`src/rtl/apb_reg_bridge.sv`:
```
// APB3 slave front end for a word register file.
// Wait-state insertion, one-hot write strobe, read mux, error flagging.
module apb_reg_bridge #(
  parameter int ADDR_W      = 12,
  parameter int DATA_W      = 32,
  parameter int NUM_REGS    = 8,
  parameter int WAIT_CYCLES = 0,
  parameter logic [NUM_REGS-1:0] RO_MASK = '0
) (
  input  logic                       pclk,
  input  logic                       rst_n,
  input  logic                       psel,
  input  logic                       penable,
  input  logic                       pwrite,
  input  logic [ADDR_W-1:0]          paddr,
  input  logic [DATA_W-1:0]          pwdata,
  output logic [DATA_W-1:0]          prdata,
  output logic                       pready,
  output logic                       pslverr,
  output logic [NUM_REGS-1:0]        wr_en,
  output logic [DATA_W-1:0]          wdata,
  input  logic [NUM_REGS*DATA_W-1:0] rd_bus,
  output logic [7:0]                 err_cnt
);

  localparam int IW = (NUM_REGS > 1) ? $clog2(NUM_REGS) : 1;
  localparam logic [ADDR_W-3:0] NR = (ADDR_W-2)'(NUM_REGS);
  localparam logic [0:0] ST_IDLE = 1'b0;
  localparam logic [0:0] ST_ACC  = 1'b1;

  logic [0:0]        state_q, state_d;
  logic [3:0]        cnt_q, cnt_d;
  logic [ADDR_W-1:0] addr_q, addr_d;
  logic              wr_q, wr_d;
  logic [DATA_W-1:0] wdata_q, wdata_d;
  logic [7:0]        err_cnt_q, err_cnt_d;

  logic [ADDR_W-3:0] idx;
  logic [IW-1:0]     idx_s;
  logic              err_addr, err_ro, err;
  logic              rdy, done;
  logic [DATA_W-1:0] rd_arr [NUM_REGS];

  assign idx      = addr_q[ADDR_W-1:2];
  assign idx_s    = idx[IW-1:0];
  assign err_addr = (addr_q[1:0] != 2'b00) | (idx >= NR);
  assign err_ro   = wr_q & ~err_addr & RO_MASK[idx_s];
  assign err      = err_addr | err_ro;
  assign rdy      = (state_q == ST_ACC) & (cnt_q == 4'd0);
  assign done     = rdy & psel & penable;

  // Split the flat read bus into per-register words.
  always_comb begin
    for (int i = 0; i < NUM_REGS; i++) begin
      rd_arr[i] = rd_bus[i*DATA_W +: DATA_W];
    end
  end

  // Response outputs, all gated by the completion cycle.
  always_comb begin
    pready  = rdy;
    pslverr = done & err;
    wr_en   = '0;
    prdata  = '0;
    if (done & wr_q & ~err) begin
      wr_en = NUM_REGS'(1) << idx_s;
    end
    if (done & ~wr_q & ~err) begin
      prdata = rd_arr[idx_s];
    end
  end

  assign wdata   = wdata_q;
  assign err_cnt = err_cnt_q;

  // Setup/access sequencing, wait counter and error counter.
  always_comb begin
    state_d   = state_q;
    cnt_d     = cnt_q;
    addr_d    = addr_q;
    wr_d      = wr_q;
    wdata_d   = wdata_q;
    err_cnt_d = err_cnt_q;
    unique case (1'b1)
      (state_q == ST_IDLE): begin
        if (psel & ~penable) begin
          state_d = ST_ACC;
          cnt_d   = 4'(WAIT_CYCLES);
          addr_d  = paddr;
          wr_d    = pwrite;
          wdata_d = pwdata;
        end
      end
      (state_q == ST_ACC): begin
        if (!psel) begin
          state_d = ST_IDLE;
        end else if (done) begin
          state_d = ST_IDLE;
          if (err && err_cnt_q != 8'hFF) begin
            err_cnt_d = err_cnt_q + 8'd1;
          end
        end else if (cnt_q != 4'd0) begin
          cnt_d = cnt_q - 4'd1;
        end
      end
      default: state_d = ST_IDLE;
    endcase
  end

  // State registers with asynchronous active-low reset.
  always_ff @(posedge pclk or negedge rst_n) begin
    if (!rst_n) begin
      state_q   <= ST_IDLE;
      cnt_q     <= '0;
      addr_q    <= '0;
      wr_q      <= 1'b0;
      wdata_q   <= '0;
      err_cnt_q <= '0;
    end else begin
      state_q   <= state_d;
      cnt_q     <= cnt_d;
      addr_q    <= addr_d;
      wr_q      <= wr_d;
      wdata_q   <= wdata_d;
      err_cnt_q <= err_cnt_d;
    end
  end

endmodule

```
`config.mk`:
```
export PLATFORM = sky130hd
export DESIGN_NAME = apb_reg_bridge
export DESIGN_NICKNAME = d
export VERILOG_FILES = /design/src/rtl/apb_reg_bridge.sv
export SDC_FILE = /design/constraint.sdc
export NUM_CORES = 1
export LEC_CHECK = 0
export BUFFER_PORTS_ARGS = -buffer_cell sky130_fd_sc_hd__buf_2
export CORE_AREA = 2 2 148 150
export CTS_CLUSTER_SIZE = 20
export DETAILED_ROUTE_END_ITERATION = 12
export DIE_AREA = 0 0 150 152
export PLACE_DENSITY = 0.61
export SYNTH_ARGS = -nofsm -noshare
export SYNTH_HDL_FRONTEND = slang
export SYNTH_SLANG_ARGS = --single-unit
export TNS_END_PERCENT = 5
```
`constraint.sdc`:
```
create_clock -name pclk -period 2.3 [get_ports pclk]
set_input_delay 0.23 -clock pclk [delete_from_list [all_inputs] [get_ports pclk]]
set_output_delay 0.23 -clock pclk [all_outputs]
set_load 0.03 [all_outputs]
```
==> key figures <==
Status
  – Status: finished with violations
  – Violated checks: negative setup slack

Logic synthesis
  – Ys Warns: 0
  – Syn_nets: 636
  – Sequential area share after synthesis: 32.1%
  – Cells after Synth: 329
  – Syn Std Cell Area: 4520 µm²
  – Cell variety after synth: 39
  – Syn avg cell area: 13.7 µm²
  – Synth Register Bits: 58

GRT
  – Pin count of the biggest net entering global routing: 46
  – GRT Total Usage: 16.0%
  – Total gr overflow: 0
  – First-pass GRT wire length: 27600 µm
  – Initial antenna violation count: 12
  – Vias in the first global route: 4818

Timing
  – Slew at the pin closest to its max-slew limit: 625 ps
  – Worst hold margin: 133 ps
  – Slew Viols, Final: 0
  – Period minus WS final: 2400 ps
  – Tcrit/Tclk final: 104%
  – Worst setup margin: -102 ps
  – Final hold viol count: 0
  – Slew headroom: 58.4%
  – Unrepaired setup endpoints after global routing: yes
  – Max Clock Skew: 3.77 ps
  – Setup Viol. Count Final: 33
  – Fmax: 416 MHz

Place
  – Post-DP HPWL: 16200 µm
  – Port bufs: 386
  – GPL Wtd Cong: 0.840
  – Cell Area, Placed: 6820 µm²

CTS
  – Cts bufs inserted: 9
  – Clk buf depth: 2
  – Htree depth: 3
  – Total clock sinks: 58
  – CTS tree: built
  – Root Buffer: clkbuf_16
  – Worst-skew pair later-pin latency: 320 ps
  – Clock-pin transition on the worst setup and hold timing paths: 50 ps

Worst setup path
  – Most frequent CP cell: buf_4
  – Crit Path Category: reg2out
  – Critical path startpoint: addr_q[11]$_DFFE_PN0P_
  – Critical path required time: 2070 ps
  – WP data arrival: 2170 ps
  – Crit path capture type: primary output
  – Worst path bufs/invs: 3
  – CP max stage delay: 550 ps
  – RR Startpoint: addr_q[11]$_DFFE_PN0P_
  – CP Cell Sequence: or4_4 > nor4_4 > buf_4 > nand3b_4 > buf_12 > nor2_1 > buf_4
  – CP startpoint kind: flip-flop
  – Largest delay contributor family on the critical path: simple AND/OR/NAND/NOR gates
  – Crit Path Max Fanout: 32
  – CP max-delay cell: or4_4

Final layout
  – Most common cell after layout, fill and taps aside: buf_2
  – Post-route design area: 7500 µm²
  – Fraction of layout cells with a size suffix above 1: 78.3%
  – Highest-count cells in the layout ignoring fill and taps: buf_2, mux4_2, dfrtp_1
  – Layout area overhead: 65.8%
  – Final net count: 1024

Routing
  – Wirelength per Cell: 19.3 µm
  – DR iter-0 viols: 237
  – Pre-antenna DRT Iters: 5
  – Vias per inst: 4.69
  – Post-route DRC: 0
  – Antenna Nets Post-Route: 0
  – Routed via count: 4704
  – Post-Route WL: 19400 µm

Pwr
  – PwrDens: 720 nW/µm²
  – Maximum vdd drop: 0.579 mV
  – Pleak: 0.00364 µW

Min path
  – Min-delay src: pwdata[7]
  – Worst min path class: in2reg

Floorplan
  – # IOs: 387
  – Core area: 21400 µm²
  – Initial cell density of the core: 21.2%
  – Die width: 150 µm
  – Die ar.: 22800 µm²
  – Die height: 152 µm
  – # rows: 54

Run
  – Maxcap violations: 0
-- cell type report --
type                       instances  area (µm²)
antenna                            2        5.00
clock buffer                       9         225
clock inverter                     7         118
fill                            2156       13900
inverter                           4        15.0
multi-input combinational        237        2950
sequential                        58        1460
tap                              280         350
timing repair buffer             407        2380
-- metrics by stage --
stage               instances  setup WS, ps  setup TNS (ps)  total power (µW)  utilization (%)
finish                   1004          -102           -2340              5400             35.1
global route             1003          -190           -6410              5710             35.1
CTS                       996         -93.8           -2730              5400             34.4
detailed placement        977          87.0               0              3780             31.9
global placement          977           121               0              3740             31.9
floorplan                 329          34.3               0              3010                -
-- path summary, 6_finish.rpt --
path                                     endpoint  slack [ps]  cells past startpoint
setup / recovery                        prdata[8]        -100                      7
hold / removal               wdata[7]$_DFFE_PN0P_         130                      2
setup reg to reg           err_cnt[1]$_DFFE_PN0P_         340                      6
hold reg to reg             wdata[15]$_DFFE_PN0P_         500                      1
max in group asynchronous   addr_q[2]$_DFFE_PN0P_        1280                      3
min in group asynchronous       state_q$_DFF_PN0_         420                      2
-- report_power, final --
| group | internal (µW) | switching [µW] |
|---|---|---|
| Combinational | 1270 | 1120 |
| Clock | 1060 | 478 |
| Sequential | 1250 | 227 |
-- repair_timing --
action / 4_1_cts / 5_1_grt
endpoints found under the setup margin: 41 / 41
cloned: 0 / 1
pin swaps: 3 / 3
resized for setup: 57 / 25
hold buffers: 1 / 0
endpoints found under the hold margin: 21 / 0
setup buffers: 2 / 5
-- cells in the mapped netlist (all sizes together) --
library cell,number,area (µm²)
mux4,64,1440
dfrtp,58,1450
mux2,46,518
nor2,38,143
mux2i,32,320
buf,20,129
clkbuf,9,33.8
nand2,8,30.0
nand3,7,35.0
xor2,6,52.6
nor4,5,46.3
inv,4,15.0
nor3,4,25.0
nand3b,3,35.0
nand4,3,18.8
o21ai,3,15.0
a22o,2,17.5
ha,2,25.0
nor3b,2,15.0
a21boi,1,7.51
and2b,1,8.76
and3,1,7.51
bufbuf,1,32.5
nand2b,1,6.26
nand4bb,1,16.3
o2111ai,1,26.3
o31ai,1,7.51
or2,1,6.26
or3,1,7.51
or3b,1,8.76
or4,1,11.3
xnor2,1,8.76
-- cell families (layout without fill, tap and decap cells) --
kind of cell             after synthesis  count (layout)  share of synthesized area (%)
AO/OA/AOI/OAI                          8               8                           1.63
XOR/XNOR                               7               7                           1.36
adder cells (fa/ha/maj)                2               2                          0.553
buffers and inverters                 34             427                           4.65
flip-flops                            58              58                           32.1
multiplexers                         142             142                           50.4
other                                  0               2                              0
AND/OR/NAND/NOR                       78              78                           9.30
-- per-layer routing --
layer,vias to the layer above,routed length (µm),GRT usage (%)
met5,-,110,0
met4,16,269,3.37
met3,47,2290,7.03
met2,297,9460,26.8
met1,2268,7290,19.1
li1,2076,-,-
-- registers in the layout (all words and copies together), names as in the netlist --
signal / flops
wdata: 32
cnt_q: 4
wr_q: 1
state_q: 1
addr_q: 12
err_cnt: 8
Power figures use the tool's default switching activity.
